## src/rtl/param_automata_engine.sv

```systemverilog
// Runtime-programmable homogeneous automaton: N_STE state-transition elements loaded over a
// config port, fed by a symbol stream, emitting (offset, report vector) records via a FIFO.
module param_automata_engine #(
   parameter int unsigned N_STE     = 8,
   parameter int unsigned RPT_DEPTH = 8,
   parameter int unsigned OFFSET_W  = 32
) (
   input  logic                       clk,
   input  logic                       reset,
   input  logic                       cfg_we,
   input  logic [1:0]                 cfg_type,
   input  logic [$clog2(N_STE)-1:0]   cfg_ste,
   input  logic [2:0]                 cfg_word,
   input  logic [31:0]                cfg_data,
   input  logic                       start,
   input  logic                       sym_valid,
   output logic                       sym_ready,
   input  logic [7:0]                 symbols,
   input  logic                       sym_last,
   output logic                       rpt_valid,
   input  logic                       rpt_ready,
   output logic [OFFSET_W-1:0]        rpt_offset,
   output logic [N_STE-1:0]           rpt_vector,
   output logic                       busy,
   output logic                       done,
   output logic                       overflow
);

   localparam int unsigned STE_W = $clog2(N_STE);
   localparam int unsigned PTR_W = $clog2(RPT_DEPTH);
   localparam int unsigned REC_W = OFFSET_W + N_STE;

   typedef enum logic [1:0] {S_IDLE, S_RUN, S_FLUSH} state_e;
   state_e state_q, state_d;

   logic [255:0]       class_q [N_STE];
   logic [N_STE-1:0]   pred_q  [N_STE];
   logic [1:0]         stype_q [N_STE];
   logic [N_STE-1:0]   rep_q;
   logic [N_STE-1:0]   active_q, active_d;
   logic [OFFSET_W-1:0] offset_q;
   logic               first_q;
   logic [REC_W-1:0]   mem_q [RPT_DEPTH];
   logic [PTR_W-1:0]   wr_ptr_q, rd_ptr_q;
   logic [PTR_W:0]     count_q;
   logic               overflow_q;

   logic               fifo_full, fifo_empty, accept, push, push_ok, pop, cfg_en;
   logic [N_STE-1:0]   hit;

   assign fifo_empty = (count_q == '0);
   assign fifo_full  = (count_q == (PTR_W+1)'(RPT_DEPTH));
   assign accept     = sym_valid & sym_ready;
   assign hit        = active_d & rep_q;
   assign push       = accept & (|hit);
   assign push_ok    = push & ~fifo_full;
   assign pop        = rpt_valid & rpt_ready;
   assign cfg_en     = cfg_we & (state_q == S_IDLE) & ({1'b0, cfg_ste} < (STE_W+1)'(N_STE));

   always_ff @(posedge clk or negedge reset) begin
      if (!reset) state_q <= S_IDLE;
      else        state_q <= state_d;
   end

   always_comb begin
      state_d = state_q;
      case (state_q)
         S_IDLE:  if (start) state_d = S_RUN;
         S_RUN:   if (accept && sym_last) state_d = S_FLUSH;
         S_FLUSH: if (fifo_empty) state_d = S_IDLE;
         default: state_d = S_IDLE;
      endcase
   end

   always_comb begin
      sym_ready = 1'b0;
      busy      = 1'b0;
      done      = 1'b0;
      case (state_q)
         S_RUN: begin
            sym_ready = ~fifo_full;
            busy      = 1'b1;
         end
         S_FLUSH: begin
            busy = 1'b1;
            done = fifo_empty;
         end
         default: ;
      endcase
   end

   // Start-of-data STEs are enabled only while first_q marks offset 0 of the stream.
   always_comb begin
      active_d = '0;
      for (int unsigned i = 0; i < N_STE; i++) begin
         active_d[i] = ((|(pred_q[i] & active_q)) | (stype_q[i] == 2'd2) |
                        ((stype_q[i] == 2'd1) & first_q)) & class_q[i][symbols];
      end
   end

   always_ff @(posedge clk or negedge reset) begin
      if (!reset) begin
         for (int unsigned i = 0; i < N_STE; i++) begin
            class_q[i] <= '0;
            pred_q[i]  <= '0;
            stype_q[i] <= '0;
         end
         rep_q <= '0;
      end else if (cfg_en) begin
         case (cfg_type)
            2'd0: class_q[cfg_ste][{cfg_word, 5'd0} +: 32] <= cfg_data;
            2'd1: pred_q[cfg_ste] <= cfg_data[N_STE-1:0];
            2'd2: begin
               stype_q[cfg_ste] <= cfg_data[1:0];
               rep_q[cfg_ste]   <= cfg_data[2];
            end
            default: ;
         endcase
      end
   end

   always_ff @(posedge clk or negedge reset) begin
      if (!reset) begin
         active_q <= '0;
         offset_q <= '0;
         first_q  <= 1'b0;
      end else if (state_q == S_IDLE && start) begin
         active_q <= '0;
         offset_q <= '0;
         first_q  <= 1'b1;
      end else if (accept) begin
         active_q <= active_d;
         offset_q <= offset_q + OFFSET_W'(1);
         first_q  <= 1'b0;
      end
   end

   always_ff @(posedge clk) begin
      if (push_ok) mem_q[wr_ptr_q] <= {offset_q, hit};
   end

   always_ff @(posedge clk or negedge reset) begin
      if (!reset) begin
         wr_ptr_q   <= '0;
         rd_ptr_q   <= '0;
         count_q    <= '0;
         overflow_q <= 1'b0;
      end else begin
         if (push_ok) wr_ptr_q <= wr_ptr_q + PTR_W'(1);
         if (pop)     rd_ptr_q <= rd_ptr_q + PTR_W'(1);
         if (push_ok && !pop)      count_q <= count_q + (PTR_W+1)'(1);
         else if (!push_ok && pop) count_q <= count_q - (PTR_W+1)'(1);
         if (push && fifo_full) overflow_q <= 1'b1;
      end
   end

   assign rpt_valid = ~fifo_empty;
   assign {rpt_offset, rpt_vector} = rpt_valid ? mem_q[rd_ptr_q] : '0;
   assign overflow  = overflow_q;

endmodule

```

## config.mk

```make
export PLATFORM = sky130hd
export DESIGN_NAME = param_automata_engine
export DESIGN_NICKNAME = d
export VERILOG_FILES = /design/src/rtl/param_automata_engine.sv
export SDC_FILE = /design/constraint.sdc
export NUM_CORES = 2
export LEC_CHECK = 0
export BUFFER_PORTS_ARGS = -buffer_cell sky130_fd_sc_hd__buf_4
export CORE_UTILIZATION = 57
export CTS_BUF_LIST = sky130_fd_sc_hd__clkbuf_16
export CTS_CLUSTER_SIZE = 20
export DETAILED_ROUTE_END_ITERATION = 8
export HOLD_SLACK_MARGIN = 0.1
export PLACE_DENSITY = 0.76
export SYNTH_ARGS = -nofsm -noshare
export SYNTH_HDL_FRONTEND = slang
export SYNTH_SLANG_ARGS = --single-unit
```

## constraint.sdc

```tcl
create_clock -name clk -period 6.69 [get_ports clk]
set_input_delay 0 -clock clk [delete_from_list [all_inputs] [get_ports clk]]
set_output_delay 0 -clock clk [all_outputs]
set_load 0.02 [all_outputs]
```

==> reports/results.txt <==
Vias/cell = 6.68
Routed WL per cell = 31.0 um
dominant cell type by area after synthesis = dfrtp_1
Final period util = 0.839
Root Buffer = clkbuf_16
CP max FO = 86
core region area = 193000 um^2
Max-Cap Viols = 1
WP data required = 7.44 ns
post-synthesis sequential area ratio = 0.580
gr usage total = 0.335
status = finished with violations
total CTS buffers = 241
CTS tree = yes
Mapped Cells = 7815
Place WS = 0.577 ns
vias in the first global route = 71622
Reg2Reg Capture Point = count_q[3]
R2R depth = 16
Synth Area in Compound Gates = 0.0518
CP arrival = 6.37 ns
endpoint type of the worst setup path = flop
WP depth = 20
Starting Density = 0.575
final setup fails = 0
XOR/XNOR Fraction of Synth Area = 0.00284
Post-Layout Cell Count = 10518
Max IR drop VDD = 0.256 mV
Synth Flop Type = dfrtp_1
minimum clock period after layout = 5.61 ns
total grt overflow = 0
drt pass-1 iters = 9
CP Launch Type = input port
multiplexer share of the synthesized area = 0.289
R2R Path Start = class_q[355]
Clock Tree Buf Depth = 3
Clock transition at path regs = 0.06 ns
First DRT Iteration DRCs = 7790
CP Cell Sequence = buf_8 > buf_4 > and2_1 > a221oi_1 > o21ai_1 > o21ai_0 > nor4b_1 > buf_4 > o2111a_1 > or4_4 > o21ai_2 > inv_2 > ha_1 > inv_1 > ha_1 > a21o_1 > a21oi_1 > xnor2_1 > nor2_1 > xor2_1
post-synthesis simple-gate area fraction = 0.0449
Leakage = 56.7 nW
flop2flop setup slack = 1.38 ns
CP max stage cell = nor4b_1
setup ws final = 1.08 ns
hold path cells = 3
Bufs and invs on worst path = 5
Synth cell types = 83
FMAX = 178 MHz
port bufs = 99
ys async rst share = 0.873
Residual DRC = 0
Rows = 161
Post-CTS Resized = 0
first-pass GRT wire length = 484000 um
Inst Count DP = 9998
FF+latch count, synth = 2510
Top Family by Delay on Critical Path = simple AND/OR/NAND/NOR gates
Area Growth Syn to Fin = 10.6%
largest net degree at the start of global routing = 196
PwrDens = 282 nW/um^2
Post-synth EDFFs = 320
Max stage delay on crit path = 1.21 ns
antenna violations before repair = 22
share of the synthesized area in the top cell type = 0.494
failing checks = capacitance limit, slew limit
RSZ-0062 raised after global routing = no
Slew Viols, Final = 17
syn nets = 7884
clock tree sinks = 2510
layout cells sized above 1 = 0.356
Slew headroom = -0.00602
Worst Hold Endpoint = class_q[1482]
DP HPWL = 192000 um
synth top area cells = dfrtp_1 (49%), mux2_2 (16%), mux4_2 (10%)
Worst-Margin Slew = 1.51 ns
WL final = 327000 um
Vias = 70276
Final Hold Slack = 0.169 ns
Syn Area/Cell = 14.2 um^2
Setup CP Type = input port to flop
worst hold path startpoint = cfg_data[10]
Setup Skew = 0.0412 ns
yosys warns = 0
post-route ant nets = 0
Synth Area in Adders = 0.00165
Die Ht = 443 um
min-delay worst type = input port to flop
fill count = 13769
CTS H-Tree Depth = 4
Clock Latency Late Sink = 0.90 ns
DIE AREA = 197000 um^2
Die X = 443 um
I/O Pins = 100
final hold violation count = 0
Synth Cell Area = 111000 um^2
Register Area = 64400 um^2
Nets = 7843
main combinational cell family by area after synthesis = multiplexers
area occupied by multi-input gates = 43500 um^2
Final GP Congestion = 0.959
-- state kept, by name, indices dropped and copies added (netlist names), 3 cells and up --
| name | count |
|---|---|
| class_q | 2048 |
| mem_q | 320 |
| pred_q | 64 |
| offset_q | 32 |
| stype_q | 16 |
| active_q | 8 |
| rep_q | 8 |
| count_q | 4 |
| rd_ptr_q | 3 |
| wr_ptr_q | 3 |
-- metal layers --
| metal | GRT usage | up-vias | share of wire | routed length (um) |
|---|---|---|---|---|
| li1 | - | 28518 | - | - |
| met1 | 0.446 | 36990 | 0.37 | 122000 |
| met2 | 0.513 | 3721 | 0.46 | 150000 |
| met3 | 0.0838 | 1035 | 0.11 | 34300 |
| met4 | 0.173 | 12 | 0.062 | 20100 |
| met5 | 0 | - | 0.00025 | 82 |
-- synthesized netlist by cell type, drive strengths merged, types with 4 or more instances --
| cell | n |
|---|---|
| dfrtp | 2190 |
| mux2 | 1582 |
| nand2 | 766 |
| o21ai | 622 |
| mux4 | 497 |
| clkbuf | 460 |
| edfxtp | 320 |
| mux2i | 311 |
| buf | 240 |
| nor2 | 140 |
| a22oi | 124 |
| nand3 | 60 |
| a21oi | 54 |
| a221oi | 33 |
| inv | 29 |
| nor2b | 28 |
| and2 | 24 |
| nor3 | 23 |
| a22o | 21 |
| nand4 | 21 |
| o22ai | 20 |
| xor2 | 20 |
| a211oi | 17 |
| and3 | 16 |
| xnor2 | 16 |
| or3 | 14 |
| ha | 13 |
| nor4 | 13 |
| a31oi | 12 |
| nor3b | 10 |
| o221ai | 10 |
| or2 | 10 |
| nand2b | 9 |
| a222oi | 8 |
| nand3b | 8 |
| o211ai | 7 |
| nor4b | 6 |
| o2111ai | 6 |
| a211o | 5 |
| o31ai | 5 |
| a2111oi | 4 |
| or4 | 4 |
-- how the worst max path moves through the flow --
stage / startpoint / endpoint / slack, ns
3_3_place_gp: symbols[2] / count_q[3] / 0.50
6_report: symbols[2] / count_q[3] / 1.08
4_1_cts: symbols[2] / count_q[3] / 1.51
3_5_place_dp: symbols[2] / count_q[3] / 0.58
5_1_grt: symbols[2] / count_q[3] / 1.05
2_1_floorplan: symbols[2] / mem_q[4][0] / -0.81
-- worst reg2reg max path, cell delays in order (launching register included) --
cell and delay (ns):
dfrtp_1 0.39, mux4_2 0.45, mux4_2 0.55, o2111ai_1 0.82, a21boi_0 0.37, o2111a_1 0.41
or4_4 0.60, o21ai_2 0.22, inv_2 0.06, ha_1 0.23, inv_1 0.14, ha_1 0.26
a21o_1 0.19, a21oi_1 0.18, xnor2_1 0.14, nor2_1 0.07, xor2_1 0.14
-- cell usage in the layout (no fill, tap or decap), drive strengths merged, types with 9 or more instances in the layout --
| cell type | instances |
|---|---|
| dfrtp | 2190 |
| mux2 | 1582 |
| nand2 | 766 |
| o21ai | 622 |
| mux4 | 497 |
| buf | 358 |
| edfxtp | 320 |
| mux2i | 311 |
| clkbuf | 242 |
| nor2 | 140 |
| a22oi | 124 |
| clkinv | 106 |
| inv | 102 |
| nand3 | 60 |
| dlygate4sd3 | 58 |
| a21oi | 54 |
| a221oi | 33 |
| nor2b | 28 |
| bufinv | 27 |
| and2 | 24 |
| nor3 | 23 |
| nand4 | 21 |
| a22o | 21 |
| o22ai | 20 |
| xor2 | 20 |
| a211oi | 17 |
| and3 | 16 |
| xnor2 | 16 |
| or3 | 14 |
| ha | 13 |
| nor4 | 13 |
| a31oi | 12 |
| diode | 10 |
| o221ai | 10 |
| nor3b | 10 |
| or2 | 10 |
| nand2b | 9 |
-- per-stage QoR --
step | utilization | TNS (ns) | cell area [um^2] | power [mW]
finish | 0.636 | 0 | 123000 | 34.6
global route | 0.636 | 0 | 123000 | 35.5
detailed placement | 0.592 | 0 | 114000 | 21.1
CTS | 0.636 | 0 | 123000 | 34.6
floorplan | - | -137.98 | 111000 | 19.2
global placement | 0.592 | 0 | 114000 | 21.0
-- what timing repair did --
| action | in CTS | in global routing |
|---|---|---|
| setup buffers | 0 | 0 |
| hold buffers | 59 | 0 |
| hold endpoints to repair | 1968 | 0 |
-- power breakdown --
group          internal (mW)  total (mW)  switching, mW
Combinational           1.73        4.41           2.68
Sequential              16.0        16.6          0.516
Clock                   7.60        13.6           6.00
Total                   25.4        34.6           9.20
-- cells by family after synthesis --
| kind of cell | Yosys count |
|---|---|
| AOI/OAI and AO/OA | 974 |
| and+or+nand+nor | 1162 |
| xor gates and xnor gates | 36 |
| muxes | 2390 |
| buffers and inverters | 729 |
| adders and majority gates | 14 |
| DFF | 2510 |
-- area by class of cell --
cell class	instances	area share
diodes	10	0.000204
clock buffers	242	0.0493
clock inverters	209	0.0144
inverters	29	0.000887
multi-input cells	4576	0.355
flip-flops and latches	2510	0.525
well taps	2526	0.0257
repair buffers	416	0.0300
Power figures use the tool's default switching activity.
